### config.mk
export PLATFORM = sky130hd
export DESIGN_NAME = div_issue_unit_flat
export DESIGN_NICKNAME = d
export VERILOG_FILES = /design/src/rtl/div_issue_if.sv /design/src/rtl/div_issue_unit.sv /design/src/flat_wrapper.sv
export SDC_FILE = /design/constraint.sdc
export NUM_CORES = 1
export LEC_CHECK = 0
export BUFFER_PORTS_ARGS = -buffer_cell sky130_fd_sc_hd__buf_2
export CAP_MARGIN = 40
export CORE_UTILIZATION = 53
export DETAILED_ROUTE_END_ITERATION = 12
export PLACE_DENSITY_LB_ADDON = 0.2
export SLEW_MARGIN = 10
export SYNTH_ARGS = -nofsm -noshare
export SYNTH_HDL_FRONTEND = slang
export SYNTH_SLANG_ARGS = --single-unit
### constraint.sdc
create_clock -name clk -period 3.2 [get_ports clk]
set_clock_uncertainty 0.15 [all_clocks]
set_input_delay 0.64 -clock clk [delete_from_list [all_inputs] [get_ports clk]]
set_output_delay 0.64 -clock clk [all_outputs]
set_load 0.01 [all_outputs]
### src/rtl/div_issue_if.sv
// Request/response handshake bundle between the ID/EX and EX/MEM pipeline
// registers and the divider issue unit.
interface div_issue_if #(
    parameter int TAG_W = 5
);
    logic             req_valid;
    logic             req_ready;
    logic [2:0]       req_op;
    logic [63:0]      req_a;
    logic [63:0]      req_b;
    logic [TAG_W-1:0] req_tag;

    logic             resp_valid;
    logic             resp_ready;
    logic [63:0]      resp_data;
    logic [TAG_W-1:0] resp_tag;

    // Pipeline side: offers operations and consumes results.
    modport master (
        output req_valid, req_op, req_a, req_b, req_tag, resp_ready,
        input  req_ready, resp_valid, resp_data, resp_tag
    );

    // Issue-unit side.
    modport slave (
        input  req_valid, req_op, req_a, req_b, req_tag, resp_ready,
        output req_ready, resp_valid, resp_data, resp_tag
    );
endinterface

### src/rtl/div_issue_unit.sv
// EX-stage front end for the multi-cycle divider: accepts an op, launches the divider,
// stalls the pipe until the result returns, and replays an identical repeat from a one-entry cache.
module div_issue_unit #(
    parameter int TAG_W    = 5,
    parameter int CACHE_EN = 1
) (
    input  logic         clk,
    input  logic         reset,
    div_issue_if.slave   bus,
    output logic         stall,
    input  logic         flush,
    output logic         cache_hit,
    output logic         div_start,
    output logic [63:0]  div_dividend,
    output logic [63:0]  div_divisor,
    output logic [2:0]   div_type,
    input  logic [63:0]  div_result,
    input  logic         div_done,
    input  logic         div_busy
);

    typedef enum logic [2:0] {
        IDLE,
        ISSUE,
        WAIT,
        RESP,
        DRAIN
    } state_t;

    state_t state, next_state;

    logic             done_q;
    logic             done_rise;
    logic [2:0]       op_q;
    logic [63:0]      a_q;
    logic [63:0]      b_q;
    logic [TAG_W-1:0] tag_q;
    logic [63:0]      resp_data_q;

    logic             cache_valid;
    logic [2:0]       cache_op;
    logic [63:0]      cache_a;
    logic [63:0]      cache_b;
    logic [63:0]      cache_res;

    logic             accept;
    logic             hit_now;
    logic             capture;

    // The divider may hold done for two cycles; only its rising edge counts as a result.
    assign done_rise = div_done & ~done_q;

    assign hit_now = (CACHE_EN != 0) && cache_valid &&
                     (bus.req_op == cache_op) &&
                     (bus.req_a  == cache_a)  &&
                     (bus.req_b  == cache_b);

    always_comb begin
        next_state = state;
        accept     = 1'b0;
        capture    = 1'b0;
        div_start  = 1'b0;
        case (state)
            IDLE: begin
                if (bus.req_valid && !flush) begin
                    accept     = 1'b1;
                    next_state = hit_now ? RESP : ISSUE;
                end
            end
            ISSUE: begin
                if (flush) begin
                    next_state = IDLE;
                end else if (!div_busy && !div_done) begin
                    div_start  = 1'b1;
                    next_state = WAIT;
                end
            end
            WAIT: begin
                // A flush coinciding with the result still drops it and drains.
                if (flush) begin
                    next_state = DRAIN;
                end else if (done_rise) begin
                    capture    = 1'b1;
                    next_state = RESP;
                end
            end
            RESP: begin
                if (flush || bus.resp_ready) begin
                    next_state = IDLE;
                end
            end
            DRAIN: begin
                if (done_rise) begin
                    next_state = IDLE;
                end
            end
            default: begin
                next_state = IDLE;
            end
        endcase
    end

    always_ff @(posedge clk) begin
        if (reset) begin
            state       <= IDLE;
            done_q      <= 1'b0;
            cache_hit   <= 1'b0;
            op_q        <= '0;
            a_q         <= '0;
            b_q         <= '0;
            tag_q       <= '0;
            resp_data_q <= '0;
            cache_valid <= 1'b0;
            cache_op    <= '0;
            cache_a     <= '0;
            cache_b     <= '0;
            cache_res   <= '0;
        end else begin
            state     <= next_state;
            done_q    <= div_done;
            cache_hit <= accept && hit_now;
            if (accept) begin
                op_q  <= bus.req_op;
                a_q   <= bus.req_a;
                b_q   <= bus.req_b;
                tag_q <= bus.req_tag;
                if (hit_now) begin
                    resp_data_q <= cache_res;
                end
            end
            if (capture) begin
                resp_data_q <= div_result;
                cache_valid <= 1'b1;
                cache_op    <= op_q;
                cache_a     <= a_q;
                cache_b     <= b_q;
                cache_res   <= div_result;
            end
        end
    end

    assign bus.req_ready  = (state == IDLE);
    assign bus.resp_valid = (state == RESP);
    assign bus.resp_data  = resp_data_q;
    assign bus.resp_tag   = tag_q;

    assign div_dividend = a_q;
    assign div_divisor  = b_q;
    assign div_type     = op_q;

    assign stall = (bus.req_valid && !bus.req_ready) ||
                   (state == ISSUE) || (state == WAIT) ||
                   ((state == RESP) && !bus.resp_ready);

endmodule

### src/flat_wrapper.sv
// flat-port wrapper written by rule: the top's interface ports become plain ports
module div_issue_unit_flat 
#(
    parameter int TAG_W    = 5,
    parameter int CACHE_EN = 1
)
  (clk, reset, stall, flush, cache_hit, div_start, div_dividend, div_divisor, div_type, div_result, div_done, div_busy, bus_req_valid, bus_req_op, bus_req_a, bus_req_b, bus_req_tag, bus_resp_ready, bus_req_ready, bus_resp_valid, bus_resp_data, bus_resp_tag);
  div_issue_if #(.TAG_W(TAG_W)) bus_i ();
  input  logic clk;
  input  logic reset;
  output logic stall;
  input  logic flush;
  output logic cache_hit;
  output logic div_start;
  output logic [63:0] div_dividend;
  output logic [63:0] div_divisor;
  output logic [2:0] div_type;
  input  logic [63:0] div_result;
  input  logic div_done;
  input  logic div_busy;
  input wire logic [$bits(bus_i.req_valid)-1:0] bus_req_valid;
  input wire logic [$bits(bus_i.req_op)-1:0] bus_req_op;
  input wire logic [$bits(bus_i.req_a)-1:0] bus_req_a;
  input wire logic [$bits(bus_i.req_b)-1:0] bus_req_b;
  input wire logic [$bits(bus_i.req_tag)-1:0] bus_req_tag;
  input wire logic [$bits(bus_i.resp_ready)-1:0] bus_resp_ready;
  output wire logic [$bits(bus_i.req_ready)-1:0] bus_req_ready;
  output wire logic [$bits(bus_i.resp_valid)-1:0] bus_resp_valid;
  output wire logic [$bits(bus_i.resp_data)-1:0] bus_resp_data;
  output wire logic [$bits(bus_i.resp_tag)-1:0] bus_resp_tag;
  assign bus_i.req_valid = bus_req_valid;
  assign bus_i.req_op = bus_req_op;
  assign bus_i.req_a = bus_req_a;
  assign bus_i.req_b = bus_req_b;
  assign bus_i.req_tag = bus_req_tag;
  assign bus_i.resp_ready = bus_resp_ready;
  assign bus_req_ready = bus_i.req_ready;
  assign bus_resp_valid = bus_i.resp_valid;
  assign bus_resp_data = bus_i.resp_data;
  assign bus_resp_tag = bus_i.resp_tag;
  div_issue_unit #(.TAG_W(TAG_W), .CACHE_EN(CACHE_EN)) u_core (.clk(clk), .reset(reset), .bus(bus_i), .stall(stall), .flush(flush), .cache_hit(cache_hit), .div_start(div_start), .div_dividend(div_dividend), .div_divisor(div_divisor), .div_type(div_type), .div_result(div_result), .div_done(div_done), .div_busy(div_busy));
endmodule
==> results.toml, run 1 <==
[timing]
max_freq_ghz = 0.3423
tightest_slew_ns = 0.8155
setup_tns_ns = 0
maxSlewHeadroom_pct = 45.64
rsz0062_at_grt = "no"
maxSlewViolCount = 0
setup_ws_ns = 0.2782
setup_violations = 0
min_period_ns = 2.922
final_hold_viol_count = 0
fin_crit_sh_pct = 91.31

[outcome]
status = "complete, no violations"

[floorplan]
start_util_pct = 53.94
rows = 63
io_pins = 412
die_w_um = 175.9
core-area_mm2 = 0.02972
die_y_um = 175.9
die_area_mm2 = 0.03095

[worst_setup_path]
end_kind = "register"
cp_data_required_time_ns = 3.46
reg2regPathDepth = 9
cp.arrival_ns = 3.19
rr_startpoint = "u_core.cache_a[55]$_SDFFE_PP0P_"
critPathKind = "register to register"
cp_max_fo = 24
regToRegSetupSlack_ns = 0.28
critPathLaunchType = "register"
rr_endpoint = "u_core.bus.resp_data[52]$_SDFFE_PP0P_"

[place]
dp_cells = 2651
port_buffers = 411
dp_hpwl_um = 36210
pre_cts_ws_ns = -0.1167
gp_congestion = 0.9258

[routing]
first_pass_iters = 6
vias = 14635
totalWireLength_um = 50530
drc = 0
drtIter0Drc = 1167
ant_nets = 0
viasPerCell = 5.359
post_drt_wl_per_cell_um = 18.50

[synthesis]
ys_warn_count = 0
syn_inst = 1936
synth_top_area_share_pct = 50.08
ys_types = 41
synth_area_leader_cell = "dfxtp_1"
netlist_area_mm2 = 0.01603
ys.flop_type = "dfxtp_1"
synth_enable_flop_cells = 0
synth_nets = 2143
syn_avg_cell_area_um2 = 8.280
synth_seq_cells = 401
seq_area_frac_synth_pct = 50.08
synthTopCellsByArea = "dfxtp_1 (50%), nand2_1 (16%), a21oi_1 (10%)"
async_flop_share_pct = 0

[global_route]
grt_max_degree = 137
grt_pass1_wl_um = 75840
grt-ovfl-total = 0
grt.total_usage_pct = 31.63
grt_antenna_before_repair = 10
grt_pass1_vias = 13584

[hold_path]
worstHoldStart = "bus_req_tag[2]"
whs_endpoint = "u_core.bus.resp_tag[2]$_SDFFE_PP0P_"
hp-class = "primary input to register"
holdPathStages = 3

[power]
p_per_area_mw_per_mm2 = 556.4
total_leakage_power_uw = 0.008179
power_uw = 11120
vdd_drop_max_mv = 0.3859

[cts]
cts_tree = "yes"
insertion_delay_ns = 0.54
cts_hold_buffers = 0
clk_path_buf_depth = 3
cts_root_buffer = "clkbuf_16"
cts_buffers = 42
htreeDepth = 2
clk_pin_slew_ns = 0.06
ctsResizeCount = 0
post_cts_buffers = 0
cts_num_sinks = 401

[final_layout]
area_delta_synth_final_pct = 24.69
drive_gt1_share_pct = 25.01
final_cells = 2731
nets = 2512
final_common_cell = "nand2_1"
n_fill_cell = 2470
layout_common_cells = "nand2_1 (668), buf_2 (410), dfxtp_1 (401)"

[run]
maxCapViolations = 0
cell families after synthesis:
family | count (synthesis) | share of synthesized area [%]
multiplexers | 65 | 5.963
XOR/XNOR | 73 | 3.988
AO/OA/AOI/OAI | 380 | 13.03
buffers and inverters | 158 | 3.996
flip-flops | 401 | 50.08
AND/OR/NAND/NOR | 859 | 22.95
critical path: stages, from the launching register on:
cell and delay (ns):
dfxtp_1 0.32, xnor2_1 0.34, o221ai_1 0.20, a2111oi_0 0.44, buf_4 0.19, nand3_1 0.12
nor4_4 0.33, a21oi_4 0.17, buf_12 0.21, mux2_4 0.31
layout make-up:
cell class	instances	area (um2)	area share, %
Sequential cell	401	8028	40.16
Multi-Input combinational cell	1377	7405	37.05
Timing Repair Buffer	451	2592	12.97
Clock buffer	65	1259	6.297
Tap cell	390	488.0	2.441
Inverter	32	120.1	0.6009
Clock inverter	9	81.33	0.4069
Antenna cell	6	15.01	0.07512
through the flow:
step / hold slack, ns / utilization [%] / area, um2
floorplan: 0.2863 / - / 16030
global placement: 0.2890 / 62.70 / 18630
detailed placement: 0.2941 / 62.70 / 18630
CTS: 0.1789 / 67.21 / 19970
global route: 0.1888 / 67.26 / 19990
finish: 0.1911 / 67.26 / 19990
state kept, by name (all words and copies together) (netlist names), 3 cells and up:
register,flops
u_core.cache_a,64
u_core.state,3
u_core.bus.resp_data,64
u_core.bus.resp_tag,5
u_core.div_dividend,64
u_core.div_divisor,64
u_core.cache_b,64
u_core.cache_op,3
u_core.div_type,3
u_core.cache_res,64
cells in the mapped netlist (4+ instances only):
master and instances:
a2111o_1 9, a2111oi_0 4, a21oi_1 333, buf_1 16
buf_6 6, clkbuf_1 102, dfxtp_1 401, inv_1 32
mux2_2 4, mux2_4 60, nand2_1 668, nand2b_1 36
nand3_1 5, nand4_1 19, nor2_1 14, nor2b_1 97
nor4_1 9, o2111ai_1 11, o22ai_1 6, xnor2_1 69
xor2_1 4
routing by layer:
| metal | up-vias | part of all wire [%] | GRT usage, % |
|---|---|---|---|
| li1 | 7065 | - | - |
| met1 | 6815 | 42 | 40.36 |
| met2 | 635 | 46 | 50.69 |
| met3 | 112 | 8.2 | 7.468 |
| met4 | 8 | 4.0 | 14.24 |
| met5 | - | 0.097 | 0 |
worst max-delay path by stage:
stage	startpoint	end	slack, ns	cells after the start
final	u_core.cache_a[55]$_SDFFE_PP0P_	u_core.bus.resp_data[52]$_SDFFE_PP0P_	0.28	9
after global routing	u_core.cache_a[55]$_SDFFE_PP0P_	u_core.bus.resp_data[50]$_SDFFE_PP0P_	0.12	9
after CTS	u_core.cache_a[0]$_SDFFE_PP0P_	u_core.bus.resp_data[59]$_SDFFE_PP0P_	0.28	8
after detailed placement	bus_req_a[0]	u_core.bus.resp_data[59]$_SDFFE_PP0P_	-0.12	9
after global placement	bus_req_a[0]	u_core.bus.resp_data[57]$_SDFFE_PP0P_	-0.08	9
after floorplan	bus_req_b[38]	u_core.bus.resp_data[10]$_SDFFE_PP0P_	0.34	8
power by group:
group	leakage, uW	switching (uW)	internal, uW
Combinational	0.00429	708	410
Sequential	0.00324	111	5130
Clock	0.000651	1970	2780
Total	0.00818	2790	8330
No activity file was read; power rests on OpenSTA's default activity.
==> run 2, diff against run 1 <==
--- a/config.mk
+++ b/config.mk
@@ -10,6 +10,7 @@
 export CORE_UTILIZATION = 53
 export DETAILED_ROUTE_END_ITERATION = 12
 export PLACE_DENSITY_LB_ADDON = 0.2
+export REMOVE_ABC_BUFFERS = 1
 export SLEW_MARGIN = 10
 export SYNTH_ARGS = -nofsm -noshare
 export SYNTH_HDL_FRONTEND = slang
==> run 2 against run 1 <==
Compared with the run above: first-iteration DRC count down 8.5%; combinational power down 5%; count of clock-buffer cells in the layout down 5; via count down 1.8%; fmax up 4.0%; sequential power about the same; highest routed layer unchanged.
==> results.toml, run 2 (same netlist as run 1, synthesis figures left out) <==
[place]
gp_congestion = 0.8704
dpl_cell_area_mm2 = 0.01857
dp_hpwl_um = 31160
port_buffers = 411

[routing]
top_layer = "met5"
ant_nets = 0
dr_wl_met3_um = 3757
wl_met1_um = 18730
viasPerCell = 5.257
drc = 0
vias = 14367
drtIter0Drc = 1068
totalWireLength_um = 45790
first_pass_iters = 5
post_drt_wl_per_cell_um = 16.75
wl_met2_um = 21690

[worst_setup_path]
critPathKind = "register to register"
cp_data_required_time_ns = 3.46
cp.arrival_ns = 3.07
cpPeakStageDelay_ns = 0.49
end_kind = "register"
cp_max_fo = 28
critPathLaunchType = "register"
crit_chain = "xnor2_1, o221ai_1, a2111oi_0, buf_4, nand3_1, nor4_4, a21oi_4, buf_12, mux2_4"
crit_slowest_cell = "a2111oi_0"

[cts]
cts_hold_buffers = 0
clk_path_buf_depth = 3
clk_pin_slew_ns = 0.06
htreeDepth = 2
cts_tree = "yes"
cts_num_sinks = 401
post_cts_buffers = 0
ctsResizeCount = 0
cts_buffers = 42
cts_root_buffer = "clkbuf_16"
insertion_delay_ns = 0.53

[timing]
fin_crit_sh_pct = 87.83
fin_hold_ws_ns = 0.1950
maxSlewViolCount = 0
rsz0062_at_grt = "no"
tightest_slew_ns = 0.8239
min_period_ns = 2.810
max_freq_ghz = 0.3558
maxSlewHeadroom_pct = 45.08
setup_tns_ns = 0
final_hold_viol_count = 0
setup_violations = 0

[floorplan]
core-area_mm2 = 0.02972
die_w_um = 175.9
rows = 63
io_pins = 412
die_y_um = 175.9
start_util_pct = 53.94
die_area_mm2 = 0.03095

[global_route]
grt_pass1_vias = 13813
grt-ovfl-total = 0
grt.total_usage_pct = 28.77
grt_antenna_before_repair = 17
grt_max_degree = 154
grt_pass1_wl_um = 71390

[final_layout]
area_delta_synth_final_pct = 25.17
fin_util_pct = 67.52
drive_gt1_share_pct = 25.06
final_common_cell = "nand2_1"
multiInputGateArea_mm2 = 0.007405
stdcell_area_mm2 = 0.02007
n_fill_cell = 2490
layout.area.seq_mm2 = 0.008028
nets = 2509
layout_common_cells = "nand2_1 (668), buf_2 (410), dfxtp_1 (401)"

[power]
vdd_drop_max_mv = 0.4857
total_leakage_power_uw = 0.008220
p_per_area_mw_per_mm2 = 570.2
power_uw = 11440

[run]
maxCapViolations = 0

[outcome]
status = "complete, no violations"

[hold_path]
hp-class = "primary input to register"
[run 2: changes by cell type in the layout (fill, tap and decap cells not counted)]
cell and change:
bufinv_16 +5, diode_2 +7, buf_12 -3, clkinv_2 -1, clkinvlp_4 -2, clkbuf_1 -5
inv_6 +1
[run 2: report_power, final]
group	switching (uW)	total (uW)	internal, uW
clock network	1960	5130	3170
registers	112	5250	5130
logic	656	1060	408
[run 2: cell type report]
| type | instances | area share (%) |
|---|---|---|
| repair buffers | 448 | 12.62 |
| inverters | 32 | 0.5986 |
| diodes | 13 | 0.1621 |
| multi-input cells | 1377 | 36.90 |
| clock buffers | 60 | 6.179 |
| well taps | 390 | 2.432 |
| clock inverters | 12 | 1.097 |
| flip-flops and latches | 401 | 40.01 |
[run 2: routing by layer]
layer | vias to the layer above | global-route usage [%]
met5 | - | 0.8013
met1 | 6709 | 34.99
met3 | 89 | 7.814
li1 | 7058 | -
met2 | 501 | 48.06
met4 | 10 | 11.27
[run 2: per-stage QoR]
step | cells | setup slack [ns]
after floorplan | 1810 | -4.916
after global placement | 2648 | 0.04443
after detailed placement | 2648 | -0.02806
after CTS | 2720 | 0.3871
after global routing | 2730 | 0.1499
final | 2733 | 0.3895
[run 2: worst max-delay path, delay by kind of cell, from the launching register on]
family          cells  cell delay (ns)
compound gates      3             0.83
simple gates        2             0.46
buf+inv             2             0.41
flops               1             0.32
mux                 1             0.32
xor+xnor            1             0.17
[run 2: final timing paths]
check	start	end	slack (ns)	cells past startpoint
hold / removal	bus_req_tag[2]	u_core.bus.resp_tag[2]$_SDFFE_PP0P_	0.19	3
hold reg to reg	u_core.cache_b[49]$_SDFFE_PP0P_	u_core.cache_b[49]$_SDFFE_PP0P_	0.30	2
setup reg to reg	u_core.cache_a[55]$_SDFFE_PP0P_	u_core.bus.resp_data[33]$_SDFFE_PP0P_	0.39	9
setup / recovery	u_core.cache_a[55]$_SDFFE_PP0P_	u_core.bus.resp_data[33]$_SDFFE_PP0P_	0.39	9
